$ cat config.mk
export PLATFORM = sky130hd
export DESIGN_NAME = control_unit
export DESIGN_NICKNAME = d
export VERILOG_FILES = /design/src/rtl/control_unit.sv
export SDC_FILE = /design/constraint.sdc
export NUM_CORES = 1
export LEC_CHECK = 0
export BUFFER_PORTS_ARGS = -buffer_cell sky130_fd_sc_hd__buf_2
export CORE_ASPECT_RATIO = 1.5
export CORE_MARGIN = 5
export CORE_UTILIZATION = 45
export DETAILED_ROUTE_END_ITERATION = 6
export PLACE_DENSITY = 0.69
export SYNTH_ARGS = -nofsm -noshare
export SYNTH_HDL_FRONTEND = slang
export SYNTH_SLANG_ARGS = --single-unit
$ cat constraint.sdc
create_clock -name clk -period 3.5 [get_ports clk]
set_input_delay 0.35 -clock clk [delete_from_list [all_inputs] [get_ports clk]]
set_output_delay 0.35 -clock clk [all_outputs]
set_load 0.02 [all_outputs]
$ cat src/rtl/control_unit.sv
// Multicycle sequencing FSM for the 8-bit CPU datapath.
// Drives memory, PC, IR, register-file and ALU controls from opcode and zero.
//
// state  | meaning
// FETCH1 | read byte 1 into IR1, PC += 1
// FETCH2 | read byte 2 into IR2, PC += 1
// DECODE | datapath latches A/B, branch on opcode
// EXE    | ALU operation A op B
// ALUWB  | write ALU result to register file
// MADR   | pass A through ALU as memory address
// MRD    | memory read at address
// MWB    | write read data to register file
// MWR    | write register B to memory
// JMP    | PC <= IR2
// BR     | PC <= IR2 when A == 0
// HALT   | stopped until reset
module control_unit (
    input  logic       clk,
    input  logic       reset,
    input  logic [3:0] opcode,
    input  logic       zero,
    output logic       memEnable,
    output logic       adrSelect,
    output logic       pcEnable,
    output logic       pcSelect,
    output logic       ir1En,
    output logic       ir2En,
    output logic       op1Sel,
    output logic       op2Sel,
    output logic       regWrite,
    output logic       wbSel,
    output logic [2:0] aluControl,
    output logic       halted,
    output logic [3:0] state
);

    typedef enum logic [3:0] {
        FETCH1 = 4'd0,  FETCH2 = 4'd1, DECODE = 4'd2, EXE  = 4'd3,
        ALUWB  = 4'd4,  MADR   = 4'd5, MRD    = 4'd6, MWB  = 4'd7,
        MWR    = 4'd8,  JMP    = 4'd9, BR     = 4'd10, HALT = 4'd11
    } state_t;

    typedef struct packed {
        logic       mem_en;
        logic       adr_sel;
        logic       pc_en;
        logic       pc_sel;
        logic       ir1_en;
        logic       ir2_en;
        logic       op1_sel;
        logic       op2_sel;
        logic       reg_write;
        logic       wb_sel;
        logic [2:0] alu;
        logic       halted;
    } ctrl_t;

    state_t cur;
    state_t nxt;
    ctrl_t  ctrl_q;
    logic   is_store;

    // Controls for a state; opcode only matters when entering EXE.
    function automatic ctrl_t decode(input state_t st, input logic [3:0] op);
        ctrl_t c;
        c = '0;
        case (st)
            FETCH1: begin c.ir1_en = 1'b1; c.pc_en = 1'b1; c.op2_sel = 1'b1; end
            FETCH2: begin c.ir2_en = 1'b1; c.pc_en = 1'b1; c.op2_sel = 1'b1; end
            EXE: begin
                c.op1_sel = 1'b1;
                case (op)
                    4'h2:    c.alu = 3'b001;
                    4'h3:    c.alu = 3'b010;
                    4'h4:    c.alu = 3'b011;
                    4'h5:    c.alu = 3'b100;
                    default: c.alu = 3'b000;
                endcase
            end
            ALUWB: c.reg_write = 1'b1;
            MADR:  begin c.op1_sel = 1'b1; c.alu = 3'b101; end
            MRD:   c.adr_sel = 1'b1;
            MWB:   begin c.reg_write = 1'b1; c.wb_sel = 1'b1; end
            MWR:   begin c.adr_sel = 1'b1; c.mem_en = 1'b1; end
            JMP:   begin c.pc_sel = 1'b1; c.pc_en = 1'b1; end
            // PC load in BR is gated by the live zero flag at the output.
            BR:    begin c.op1_sel = 1'b1; c.alu = 3'b101; c.pc_sel = 1'b1; end
            HALT:  c.halted = 1'b1;
            default: c = '0;
        endcase
        return c;
    endfunction

    always_comb begin
        nxt = FETCH1;
        case (cur)
            FETCH1: nxt = FETCH2;
            FETCH2: nxt = DECODE;
            DECODE: begin
                case (opcode)
                    4'h1, 4'h2, 4'h3, 4'h4, 4'h5: nxt = EXE;
                    4'h6, 4'h7:                   nxt = MADR;
                    4'h8:                         nxt = JMP;
                    4'h9:                         nxt = BR;
                    4'hF:                         nxt = HALT;
                    default:                      nxt = FETCH1;
                endcase
            end
            EXE:     nxt = ALUWB;
            MADR:    nxt = is_store ? MWR : MRD;
            MRD:     nxt = MWB;
            HALT:    nxt = HALT;
            default: nxt = FETCH1;
        endcase
    end

    // Controls are registered one state ahead so they line up with cur.
    always_ff @(posedge clk) begin
        if (reset) begin
            cur      <= FETCH1;
            ctrl_q   <= decode(FETCH1, 4'h0);
            is_store <= 1'b0;
        end else begin
            cur    <= nxt;
            ctrl_q <= decode(nxt, opcode);
            if (cur == DECODE)
                is_store <= (opcode == 4'h7);
        end
    end

    assign memEnable  = ~reset & ctrl_q.mem_en;
    assign adrSelect  = ~reset & ctrl_q.adr_sel;
    assign pcEnable   = ~reset & (ctrl_q.pc_en | ((cur == BR) & zero));
    assign pcSelect   = ~reset & ctrl_q.pc_sel;
    assign ir1En      = ~reset & ctrl_q.ir1_en;
    assign ir2En      = ~reset & ctrl_q.ir2_en;
    assign op1Sel     = ~reset & ctrl_q.op1_sel;
    assign op2Sel     = ~reset & ctrl_q.op2_sel;
    assign regWrite   = ~reset & ctrl_q.reg_write;
    assign wbSel      = ~reset & ctrl_q.wb_sel;
    assign aluControl = reset ? 3'b000 : ctrl_q.alu;
    assign halted     = ~reset & ctrl_q.halted;
    assign state      = cur;

endmodule

==> results.md <==
- Hold Path Origin: opcode[0]
- Number of port buffers: 24
- Largest net degree at the start of global routing: 30
- WHS Endpoint: ctrl_q[1]$_SDFF_PP0_
- Maxcap violations: 0
- Worst slew pin tran: 0.676 ns
- Layout cell share with drive strength beyond 1: 25.2%
- Worst-path clk slew: 0.11 ns
- Root Driver: clkbuf_4
- CTS resizes: 0
- Setup WS pre-CTS: 1.11 ns
- Worst VDD drop: 0.000197 V
- Post-route minimum period: 2.38 ns
- FF-to-FF End: ctrl_q[3]$_SDFF_PP0_
- Seq cells post-synth: 19
- Multi-input gate area in the final layout: 601 um2
- DRC: 0
- Synth unique cells: 43
- Startpoint Class: flip-flop
- Die Height: 69.1 um
- Max Fclk: 420 MHz
- Ports: 25
- Syn Nets: 132
- Slew Limit Fails: 0
- Max clock buf depth: 2
- WL/cell: 12.9 um
- R2R cell count: 6
- CTS tree: built
- CP Data Arrival Time: 2.59 ns
- Slew Limit Headroom: 54.9%
- TNS Setup: 0 ns
- CP max FO: 13
- Final wirelength: 2.14 mm
- Most frequent cells in the layout: 24 x buf_2, 19 x dfxtp_1, 16 x nor2_1, 14 x nor2b_1, 6 x nor3_1
- H-tree levels: 1
- Grt total ovfl: 0
- Initial Util: 46.9%
- Synth-to-layout area growth: 11.5%
- Syn Inst Count: 125
- Via-to-Cell Ratio: 5.52
- CP Class: reg -> reg
- Site row count: 21
- Final worst-path cycle share: 68.0%
- Skew final: 0.0139 ns
- Hold Path Stages: 2
- Die width: 49.4 um
- Data required time of the critical path: 3.70 ns
- Post-CTS setup buffers: 0
- Diode count: 0
- Leakage dissipation: 0.503 nW
- Storage element area: 380 um2
- Initial antenna violation count: 0
- Mapped cell area: 0.00105 mm2
- Clk_lat worst skew: 0.30 ns
- Final GP Congestion: 0.778
- Cts hold-fix bufs: 0
- Pre-antenna DRT Iters: 4
- Number of global-route vias before repair: 809
- Fillers: 219
- Gr usage total: 13.3%
- Post-Syn Area per Cell: 8.38 um2
- Via Count: 917
- Power Total: 0.508 mW
- Nature of the critical path endpoint: flip-flop
- Reg-to-reg setup timing slack: 1.12 ns
- Min-Delay Path Class: in -> reg
- Inserted Clock Buffers: 3
- Die ar.: 0.00341 mm2
- First-pass GRT wire length: 3.69 mm
- RSZ-0062 raised after global routing: no
- Clock sink count: 19
- Yosys warning count: 0
- P per Cell Area: 435 mW/mm2
- Seq/Total Area, Yosys: 36.3%
- Initial DRC Count: 22
- Core region area: 0.00223 mm2
- Fin. Hold Viols: 0
- Status: complete, no violations
- Nets@finish: 151
- Most common cell after layout, fill and taps aside: buf_2
- Worst r2r src: state[1]$_SDFF_PP0_
- Final hold slack: 0.354 ns
- Setup violators final: 0
- Antenna viol nets, final: 0
- Dpl hpwl: 1.57 mm
- Final worst slack: 1.12 ns
routing by layer:
layer  GRT usage (%)  vias up  wire length, um
met5               0        -                0
met1            16.0      418              906
met3            1.94        5              113
met2            21.7       21             1070
met4            7.87        0               55
li1                -      473                -
where the power goes:
group          internal [mW]  switching, mW
sequential             0.234         0.0155
clock                 0.0444         0.0643
combinational         0.0622         0.0872
total                  0.341          0.167
state kept, by name, indices dropped and copies added, names as in the netlist:
name      count
ctrl_q       14
is_store      1
state         4
critical path, stage by stage (launching register included):
cell and delay [ns]:
dfxtp_1 0.61, nand2b_1 0.19, a311oi_1 0.28, a22oi_1 0.25
or2_4 0.33, or3b_4 0.41, o31ai_1 0.20
cell usage after synthesis, drive strengths merged:
cell     count  area, um2
nand2b       4       25.0
nand3        3       15.0
xnor2        2       17.5
a31oi        3       25.0
o21ai        4       20.0
or4b         1       13.8
mux2i        2       20.0
nor3b        2       15.0
dfxtp       19        380
nor2        16       60.1
a22oi        1       7.51
xor2         1       8.76
o41ai        1       8.76
and2         5       32.5
inv          3       11.3
nand2        4       15.0
o31ai        3       27.5
clkbuf       2       7.51
a32o         2       20.0
or2          1       8.76
or3b         3       28.8
o2111ai      1       8.76
a32oi        1       8.76
o21bai       2       15.0
or3          2       12.5
and4b        1       10.0
a21boi       2       15.0
nor2b       14       87.6
a311oi       1       8.76
a211oi       1       12.5
buf          8       47.5
a21oi        3       15.0
nor3         6       30.0
nand3b       1       7.51
cell type report:
class	instances	area share (%)
Clock buffer	4	2.25
Multi-Input combinational cell	93	51.4
Sequential cell	19	32.6
Inverter	3	0.965
Tap cell	23	2.47
Timing Repair Buffer	24	10.3
how the worst max path moves through the flow:
stage / startpoint / to / slack, ns / cells after the start
after floorplan: opcode[0] / ctrl_q[1]$_SDFF_PP0_ / 1.31 / 7
after global placement: opcode[1] / ctrl_q[1]$_SDFF_PP0_ / 1.18 / 7
after detailed placement: opcode[1] / ctrl_q[3]$_SDFF_PP0_ / 1.11 / 7
after CTS: state[1]$_SDFF_PP0_ / ctrl_q[3]$_SDFF_PP0_ / 1.11 / 6
after global routing: state[1]$_SDFF_PP0_ / ctrl_q[3]$_SDFF_PP0_ / 0.89 / 6
final: state[1]$_SDFF_PP0_ / ctrl_q[3]$_SDFF_PP0_ / 1.12 / 6
cell families after synthesis:
group	after synthesis	synth area share (%)
AOI/OAI and AO/OA	25	18.4
xor gates and xnor gates	3	2.51
and+or+nand+nor	63	34.5
muxes	2	1.91
buffers and inverters	13	6.33
DFF	19	36.3
metrics by stage:
stage               utilization [%]  std cells  area [um2]
floorplan                         -        125        1050
global placement               51.1        162        1140
detailed placement             51.1        162        1140
CTS                            52.3        166        1170
global route                   52.3        166        1170
finish                         52.3        166        1170
(Power assumes the default switching activity.)
